<file path="src/rtl/microwave_ctrl_if.sv">
// Panel/display bundle between the oven front-panel logic and microwave_ctrl.
// Latency: none (wires only); the controller registers everything it drives.
// Backpressure: none; these are level/pulse controls sampled every clk cycle.
//
// Signals:
//   door      1 = door open (level)
//   start     start/resume request
//   cancel    abort request
//   load      latch time_in/power_in
//   time_in   cook time in ticks
//   power_in  power level 0..2^PWR_W-1
//   lock      child lock (only when MWAVE_CHILD_LOCK_EN is defined)
//   heat      magnetron enable
//   light     cavity lamp
//   bell      sounder
//   remaining ticks left, for the display
//   state     CLOSED=0, COOK=1, PAUSE=2, OPEN=3, BELL=4
//
// master = panel side (drives requests), slave = controller side.
// TIME_W/PWR_W must match the parameters of the controller it is bound to.
interface microwave_ctrl_if #(
  parameter int TIME_W = 8,
  parameter int PWR_W  = 2
);
  logic              door;
  logic              start;
  logic              cancel;
  logic              load;
  logic [TIME_W-1:0] time_in;
  logic [PWR_W-1:0]  power_in;
`ifdef MWAVE_CHILD_LOCK_EN
  logic              lock;
`endif
  logic              heat;
  logic              light;
  logic              bell;
  logic [TIME_W-1:0] remaining;
  logic [2:0]        state;

`ifdef MWAVE_CHILD_LOCK_EN
  modport master (
    output door, start, cancel, load, time_in, power_in, lock,
    input  heat, light, bell, remaining, state
  );

  modport slave (
    input  door, start, cancel, load, time_in, power_in, lock,
    output heat, light, bell, remaining, state
  );
`else
  modport master (
    output door, start, cancel, load, time_in, power_in,
    input  heat, light, bell, remaining, state
  );

  modport slave (
    input  door, start, cancel, load, time_in, power_in,
    output heat, light, bell, remaining, state
  );
`endif

endinterface

</file>
<file path="src/rtl/microwave_ctrl.sv">
// Microwave-oven controller: door/cook/pause/bell FSM, countdown timer, duty-cycle power, timed bell.
// Latency: inputs sampled at edge N act on state/outputs visible in cycle N+1; outputs are a Moore decode.
// Backpressure: none; requests not legal in the current state are simply ignored.
//
// Ports:
//   clk   rising-edge clock
//   nrst  asynchronous active-low reset (release synchronous to clk)
//   bus   microwave_ctrl_if.slave: door/start/cancel/load/time_in/power_in[/lock] in,
//         heat/light/bell/remaining/state out
//
// Optional feature: define MWAVE_CHILD_LOCK_EN to add the child-lock input;
// lock=1 then masks start and load in every state (door, cancel and the timer
// keep working, so a cook in progress still completes). Without the macro the
// controller behaves exactly as with lock tied low.
module microwave_ctrl #(
  parameter int TIME_W   = 8,     // cook-time counter width, in ticks
  parameter int TICK_DIV = 1000,  // clk cycles per tick, >= 2
  parameter int PWR_W    = 2,     // power-level width
  parameter int BELL_LEN = 3      // ticks the bell sounds, >= 1
) (
  input  logic             clk,
  input  logic             nrst,
  microwave_ctrl_if.slave  bus
);

  localparam int PRE_W = (TICK_DIV > 1) ? $clog2(TICK_DIV) : 1;
  localparam int BC_W  = (BELL_LEN > 1) ? $clog2(BELL_LEN) : 1;

  localparam logic [PRE_W-1:0]  PRE_LAST  = PRE_W'(TICK_DIV - 1);
  // bell_cnt counts completed bell ticks; the tick that would bring it to
  // BELL_LEN ends the bell, so it never needs to hold BELL_LEN itself.
  localparam logic [BC_W-1:0]   BELL_LAST = BC_W'(BELL_LEN - 1);
  localparam logic [TIME_W-1:0] TIME_ONE  = TIME_W'(1);

  typedef enum logic [2:0] {
    ST_CLOSED = 3'd0,
    ST_COOK   = 3'd1,
    ST_PAUSE  = 3'd2,
    ST_OPEN   = 3'd3,
    ST_BELL   = 3'd4
  } state_e;

  state_e            state_q, state_d;
  logic [TIME_W-1:0] remaining_q, remaining_d;
  logic [PWR_W-1:0]  power_q, power_d;
  logic [PRE_W-1:0]  presc_q, presc_d;
  logic [PWR_W-1:0]  phase_q, phase_d;
  logic [BC_W-1:0]   bell_cnt_q, bell_cnt_d;

  logic lock_w;
  logic start_ok;
  logic load_ok;
  logic tick;

`ifdef MWAVE_CHILD_LOCK_EN
  assign lock_w = bus.lock;
`else
  assign lock_w = 1'b0;
`endif

  assign start_ok = bus.start & ~lock_w;
  assign load_ok  = bus.load  & ~lock_w;

  // Only meaningful in COOK/BELL; the prescaler holds its value elsewhere.
  assign tick = (presc_q == PRE_LAST);

  // ---------------------------------------------------------------------------
  // State register
  // ---------------------------------------------------------------------------
  always_ff @(posedge clk or negedge nrst) begin
    if (!nrst) begin
      state_q     <= ST_CLOSED;
      remaining_q <= '0;
      power_q     <= '1;
      presc_q     <= '0;
      phase_q     <= '0;
      bell_cnt_q  <= '0;
    end else begin
      state_q     <= state_d;
      remaining_q <= remaining_d;
      power_q     <= power_d;
      presc_q     <= presc_d;
      phase_q     <= phase_d;
      bell_cnt_q  <= bell_cnt_d;
    end
  end

  // ---------------------------------------------------------------------------
  // Next-state logic. Priority in every state: door > cancel > tick/start/load.
  // ---------------------------------------------------------------------------
  always_comb begin
    state_d     = state_q;
    remaining_d = remaining_q;
    power_d     = power_q;
    presc_d     = presc_q;
    bell_cnt_d  = bell_cnt_q;

    case (state_q)
      ST_CLOSED: begin
        if (bus.door) begin
          state_d = ST_OPEN;
        end else if (load_ok) begin
          // Programming takes the cycle; a simultaneous start is dropped.
          remaining_d = bus.time_in;
          power_d     = bus.power_in;
        end else if (start_ok && (remaining_q != '0)) begin
          state_d = ST_COOK;
          presc_d = '0;
        end
      end

      ST_COOK: begin
        if (bus.door) begin
          // The prescaler is not advanced on the door cycle, so on resume the
          // partial tick continues exactly where it stopped.
          state_d = ST_PAUSE;
        end else if (bus.cancel) begin
          state_d     = ST_CLOSED;
          remaining_d = '0;
        end else if (tick) begin
          presc_d = '0;
          if (remaining_q <= TIME_ONE) begin
            remaining_d = '0;
            state_d     = ST_BELL;
            bell_cnt_d  = '0;
          end else begin
            remaining_d = remaining_q - TIME_ONE;
          end
        end else begin
          presc_d = presc_q + PRE_W'(1);
        end
      end

      ST_PAUSE: begin
        if (bus.cancel) begin
          state_d     = bus.door ? ST_OPEN : ST_CLOSED;
          remaining_d = '0;
        end else if (!bus.door && start_ok) begin
          // Resume only on an explicit start with the door shut; prescaler kept.
          state_d = ST_COOK;
        end
      end

      ST_OPEN: begin
        if (load_ok) begin
          remaining_d = bus.time_in;
          power_d     = bus.power_in;
        end
        if (!bus.door) begin
          state_d = ST_CLOSED;
        end
      end

      ST_BELL: begin
        if (bus.door) begin
          state_d = ST_OPEN;
        end else if (bus.cancel) begin
          state_d = ST_CLOSED;
        end else if (tick) begin
          presc_d = '0;
          if (bell_cnt_q == BELL_LAST) begin
            state_d = ST_CLOSED;
          end else begin
            bell_cnt_d = bell_cnt_q + BC_W'(1);
          end
        end else begin
          presc_d = presc_q + PRE_W'(1);
        end
      end

      default: begin
        state_d     = ST_CLOSED;
        remaining_d = '0;
        presc_d     = '0;
        bell_cnt_d  = '0;
      end
    endcase
  end

  // Duty-cycle phase: counts cycles of uninterrupted cooking and restarts from
  // 0 on every COOK entry, so the on-window always leads the period.
  always_comb begin
    phase_d = '0;
    if ((state_q == ST_COOK) && (state_d == ST_COOK)) begin
      phase_d = phase_q + PWR_W'(1);
    end
  end

  // ---------------------------------------------------------------------------
  // Moore outputs from registered state only (reset clears them immediately).
  // Level p heats while phase <= p: p+1 of every 2^PWR_W cycles, max = always on.
  // ---------------------------------------------------------------------------
  assign bus.heat      = (state_q == ST_COOK) && (phase_q <= power_q);
  assign bus.light     = (state_q == ST_COOK) || (state_q == ST_PAUSE) || (state_q == ST_OPEN);
  assign bus.bell      = (state_q == ST_BELL);
  assign bus.remaining = remaining_q;
  assign bus.state     = state_q;

endmodule

</file>
<file path="src/flat_wrapper.sv">
// flat-port wrapper written by rule: the top's interface ports become plain ports
module microwave_ctrl_flat 
#(
  parameter int TIME_W   = 8,                                         
  parameter int TICK_DIV = 1000,                              
  parameter int PWR_W    = 2,                         
  parameter int BELL_LEN = 3                                    
)
  (clk, nrst, bus_door, bus_start, bus_cancel, bus_load, bus_time_in, bus_power_in, bus_heat, bus_light, bus_bell, bus_remaining, bus_state);
  microwave_ctrl_if #(.TIME_W(TIME_W), .PWR_W(PWR_W)) bus_i ();
  input  logic clk;
  input  logic nrst;
  input wire logic [$bits(bus_i.door)-1:0] bus_door;
  input wire logic [$bits(bus_i.start)-1:0] bus_start;
  input wire logic [$bits(bus_i.cancel)-1:0] bus_cancel;
  input wire logic [$bits(bus_i.load)-1:0] bus_load;
  input wire logic [$bits(bus_i.time_in)-1:0] bus_time_in;
  input wire logic [$bits(bus_i.power_in)-1:0] bus_power_in;
  output wire logic [$bits(bus_i.heat)-1:0] bus_heat;
  output wire logic [$bits(bus_i.light)-1:0] bus_light;
  output wire logic [$bits(bus_i.bell)-1:0] bus_bell;
  output wire logic [$bits(bus_i.remaining)-1:0] bus_remaining;
  output wire logic [$bits(bus_i.state)-1:0] bus_state;
  assign bus_i.door = bus_door;
  assign bus_i.start = bus_start;
  assign bus_i.cancel = bus_cancel;
  assign bus_i.load = bus_load;
  assign bus_i.time_in = bus_time_in;
  assign bus_i.power_in = bus_power_in;
  assign bus_heat = bus_i.heat;
  assign bus_light = bus_i.light;
  assign bus_bell = bus_i.bell;
  assign bus_remaining = bus_i.remaining;
  assign bus_state = bus_i.state;
  microwave_ctrl #(.TIME_W(TIME_W), .TICK_DIV(TICK_DIV), .PWR_W(PWR_W), .BELL_LEN(BELL_LEN)) u_core (.clk(clk), .nrst(nrst), .bus(bus_i));
endmodule
</file>
<file path="config.mk">
export PLATFORM = sky130hd
export DESIGN_NAME = microwave_ctrl_flat
export DESIGN_NICKNAME = d
export VERILOG_FILES = /design/src/rtl/microwave_ctrl_if.sv /design/src/rtl/microwave_ctrl.sv /design/src/flat_wrapper.sv
export SDC_FILE = /design/constraint.sdc
export NUM_CORES = 1
export LEC_CHECK = 0
export BUFFER_PORTS_ARGS = -buffer_cell sky130_fd_sc_hd__buf_2
export CAP_MARGIN = 25
export CELL_PAD_IN_SITES_DETAIL_PLACEMENT = 0
export CELL_PAD_IN_SITES_GLOBAL_PLACEMENT = 1
export CORE_MARGIN = 4
export CORE_UTILIZATION = 40
export DETAILED_ROUTE_END_ITERATION = 12
export MAX_ROUTING_LAYER = met4
export PLACE_DENSITY = 0.77
export REMOVE_ABC_BUFFERS = 1
export SYNTH_ARGS = -nofsm -noshare
export SYNTH_HDL_FRONTEND = slang
export SYNTH_SLANG_ARGS = --single-unit
</file>
<file path="constraint.sdc">
create_clock -name clk -period 5 [get_ports clk]
set_clock_uncertainty 0.15 [all_clocks]
set_input_delay 1.5 -clock clk [delete_from_list [all_inputs] [get_ports clk]]
set_output_delay 1.5 -clock clk [all_outputs]
set_load 0.05 [all_outputs]
</file>
### After elaboration in Yosys (flattened, before gate mapping)

Index checks and enable logic that the tools add are counted.

* output and inout port bits: 14
* flip-flop bits (word level): 27
* memories kept: 0
* bits in writable memories: 0
* logic and storage cells: 98
* bits in latches: 0
* memory bits (read-only): 0
* input port bits: 16

* bitwise logic cells: 3
* muxes and demuxes: 44
* shift operators: 0
* $mul: 0
* reduce and logical (&&, ||, !) cells: 17
* equal/unequal tests: 22
* div/mod/pow operators: 0
* order comparisons: 2
* $add $sub $neg: 4

Operators by type and width (count)
* $mux 10: 6
* $mux 8: 7
* $mux 3: 14
* $pmux 8 s5: 1
* $pmux 10 s3: 1
* $mux 2: 12
* $ne 2x2->1 const B: 10
* $pmux 3 s5: 1
* $add 10x1->10 const B: 1
* $eq 10x10->1 const B: 1
* $reduce_and 9->1: 1
* $le 8x1->1 const B: 1
* $ne 2x1->1 const B: 4
* $reduce_bool 8->1: 1
* $sub 8x1->8 const B: 1
* $eq 3x1->1 const B: 2
* $eq 3x2->1 const B: 2
* $pmux 2 s3: 1
* $reduce_and 6->1: 1
* $reduce_and 5->1: 1
* $add 2x1->2 const B: 2
* $logic_and 1x1->1: 4
* $pmux 2 s2: 1
* $reduce_or 2->1: 2
* 11 further kinds: 14

### Depth between registers and ports, before layout

* word-level depth: 9
* gate-level depth with buffers: 8
* gate-level depth less buffers: 7

### Worst setup path before layout

Ideal clock, no wire load.

* kind: register -> output
* start: register u_core.power_q[1]
* end: output bus_heat
* path buffers: 0
* data required time: 3.350 ns
* stages on the path, launching flop included: 6
* data arrival time: 2.023 ns
* slack: 1.327 ns
* path through: dfstp_2 inv_1 ha_1 a21oi_1 a21oi_1 nor3_1

* cells in the longest elaborated chain, start to end: 2

RTL lines
* start, declared: line microwave_ctrl.sv:45 `logic [PWR_W-1:0] power_q, power_d;`
* start signal, assigned: line microwave_ctrl.sv:81 `power_q <= power_d;`
* $le 2x2->1: line microwave_ctrl.sv:193 `assign bus.heat = (state_q == ST_COOK) && (phase_q <= power_q);`
* $logic_and 1x1->1: line microwave_ctrl.sv:193
* end, declared: line flat_wrapper.sv:19 `output wire logic [$bits(bus_i.heat)-1:0] bus_heat;`

Every way passes these cells.

### Worst setup path after layout

Ends and elaborated chain as after synthesis.

==> results.toml <==
[status]
status = "complete, no violations"

[synth]
yosysSeqAreaShare = 0.383
synth-adder-area-share = 0.0424
synthSimpleGateAreaFrac = 0.265
synth.avg_cell_area_um2 = 8.40
synth_compound_area_frac = 0.239
synthArstFlopShare = 1.00
synth_xor_area_frac = 0.00494
synth_cell_types = 50
synth_edf_count = 0
syn-instance-count = 211
synthMuxAreaShare = 0.0191
synth_top_family_by_area = "simple AND/OR/NAND/NOR gates"
synth_top_area_cell = "dfrtp_1"
synth_seq_cells = 27
synth_warnings = 0
netlist.area_leader.share = 0.353
synth-main-ff-cell = "dfrtp_1"
netlist_area_um2 = 1770
synth_area_leaders = "dfrtp_1 35%, nor2_1 5.3%, o21ai_0 4.5%, ha_1 4.2%, nand2_1 3.6%"

[layout]
antenna-diode-count = 0
syn2layout_area_growth_pct = 12.4
final_cell_mix = "29 x buf_2, 25 x nor2_1, 25 x dfrtp_1"
multiInputGateArea_um2 = 1010
seq_area_um2 = 678
drive_gt1_frac = 0.182
mostFrequentLayoutCell = "buf_2"
stdcell_area_um2 = 1990
fin_cells = 286
n_fill_cell = 416
fin_nets = 259

[clock_tree]
ctsHtreeMaxLevel = 1
cts.sinks = 27
cts-resized-gates = 0
cts_tree = "built"
cts_hold_buf = 0
clkTransAtPathRegs_ns = 0.10
cts_setup_buffers = 0
clk_latency_ns = 0.28
cts_buffer_depth = 2
numCtsBuffers = 3
clockRootBuffer = "clkbuf_8"

[routing]
routedWlPerCell_um = 15.3
routed_wl_mm = 4.37
drtIter0Drc = 137
num_vias = 1628
drt_first_pass_iters = 4
drc = 0
viasPerCell = 5.69
antenna_left = 0

[critical_path]
setup.worst_path.start_class = "flop"
cp.arrival_ns = 1.75
worstPathCellList = "inv_1, ha_1, a21oi_1, a21oi_1, nor3_1, buf_2"
worst-path-max-fanout = 2
required_ns = 3.35
crit_type = "flop to primary output"
max_stage_delay_ns = 0.54
timing.critical_path.mode_cell = "a21oi_1"
critPathSlowestCell = "dfstp_2"
end_kind = "primary output"

[floorplanning]
fp.dieArea_um2 = 5560
start_util = 0.428
fp.dieW_um = 74.6
core_area_um2 = 4140
die_height_um = 74.6
num_rows = 23
num_io_pins = 30

[sta]
timing.setup.tns_ns = 0
finalHoldViolations = 0
max_freq_ghz = 0.294
rsz0062_at_grt = "no"
worst_slew_pin_slew_ns = 0.744
slew_viol_final = 0
setup_viol_count_final = 0
fin_crit_ns = 3.40
period_share = 0.679
relSlewSlack = 0.500
timing.hold.ws_ns = 0.350

[place]
port_buffers = 29
place_inst = 282
hpwl_mm = 3.15
dpl_cell_area_um2 = 1950
gp_congestion = 0.767

[hold_path]
hold_path.class = "flop to flop"

[job]
maxCapViolations = 0

[global_route]
grt_usage = 0.172
grt_pass1_vias = 1495
antenna_found_initial = 0
grt_remaining_overflow = 0
grt_pass1_wl_mm = 7.25
grt_max_degree = 28

[pwr]
powerDensity_nw_per_um2 = 372
leakage_nw = 0.858
peakVddDrop_uv = 230
fin_total_pwr_mw = 0.741
-- worst max-delay path, delay by kind of cell (launching register included) --
| family | cells | cell delay [ns] |
|---|---|---|
| adder cells (fa/ha/maj) | 1 | 0.29 |
| AND/OR/NAND/NOR | 1 | 0.11 |
| flip-flops | 1 | 0.54 |
| buffers and inverters | 2 | 0.35 |
| AO/OA/AOI/OAI | 2 | 0.18 |
-- cells in the mapped netlist (all sizes together), types with 3 or more instances --
cell    instances
a22o            4
or4             4
mux2            3
nand2          17
a21o            4
nand2b          4
dfrtp          25
nor2           25
buf             3
nor4            6
o21ai          23
clkbuf          5
inv            13
ha              6
nor3           11
a21oi          12
nand3          10
-- area by class of cell --
class	count	area share
sequential	27	0.340
timing repair buffer	29	0.0729
clock buffer	3	0.0207
clock inverter	1	0.00251
inverter	13	0.0245
multi-input combinational	163	0.508
tap	50	0.0314
-- registers in the layout, summed over array words and instances, names as in the netlist --
name and cells:
u_core.bell_cnt_q 2, u_core.bus.remaining 8, u_core.phase_q 2, u_core.power_q 2
u_core.bus.state 3, u_core.presc_q 10
-- metrics by stage --
| stage | setup WS, ns | utilization |
|---|---|---|
| after floorplan | 1.28 | - |
| final | 1.60 | 0.481 |
| after global placement | 1.77 | 0.470 |
| after CTS | 1.59 | 0.481 |
| after detailed placement | 1.74 | 0.470 |
| after global routing | 1.49 | 0.481 |
-- logic make-up after synthesis --
logic type,after synthesis
flops,27
xor+xnor,1
fa+ha+maj,6
simple gates,90
mux,3
buf+inv,21
compound gates,63
-- worst paths after layout --
kind	end	startpoint	slack, ns	cells after the start
setup / recovery	bus_heat	u_core.power_q[1]	1.60	6
hold / removal	u_core.phase_q[0]	u_core.phase_q[0]	0.35	1
setup reg to reg	u_core.presc_q[8]	u_core.bus.remaining[0]	2.43	7
hold reg to reg	u_core.phase_q[0]	u_core.phase_q[0]	0.35	1
max in group asynchronous	u_core.bus.remaining[4]	nrst	3.21	1
min in group asynchronous	u_core.phase_q[0]	nrst	1.07	1
-- layer usage --
layer | wire length [um] | global-route usage
met4 | 24 | 0.0296
met1 | 2170 | 0.238
met5 | 0 | -
met3 | 171 | 0.0297
met2 | 2010 | 0.269
-- where the power goes --
part,total (mW),internal (mW),leakage [nW],switching [mW]
logic,0.299,0.0938,0.477,0.206
clock network,0.128,0.0560,0.0255,0.0719
registers,0.313,0.257,0.356,0.0567
Power figures use the tool's default switching activity.
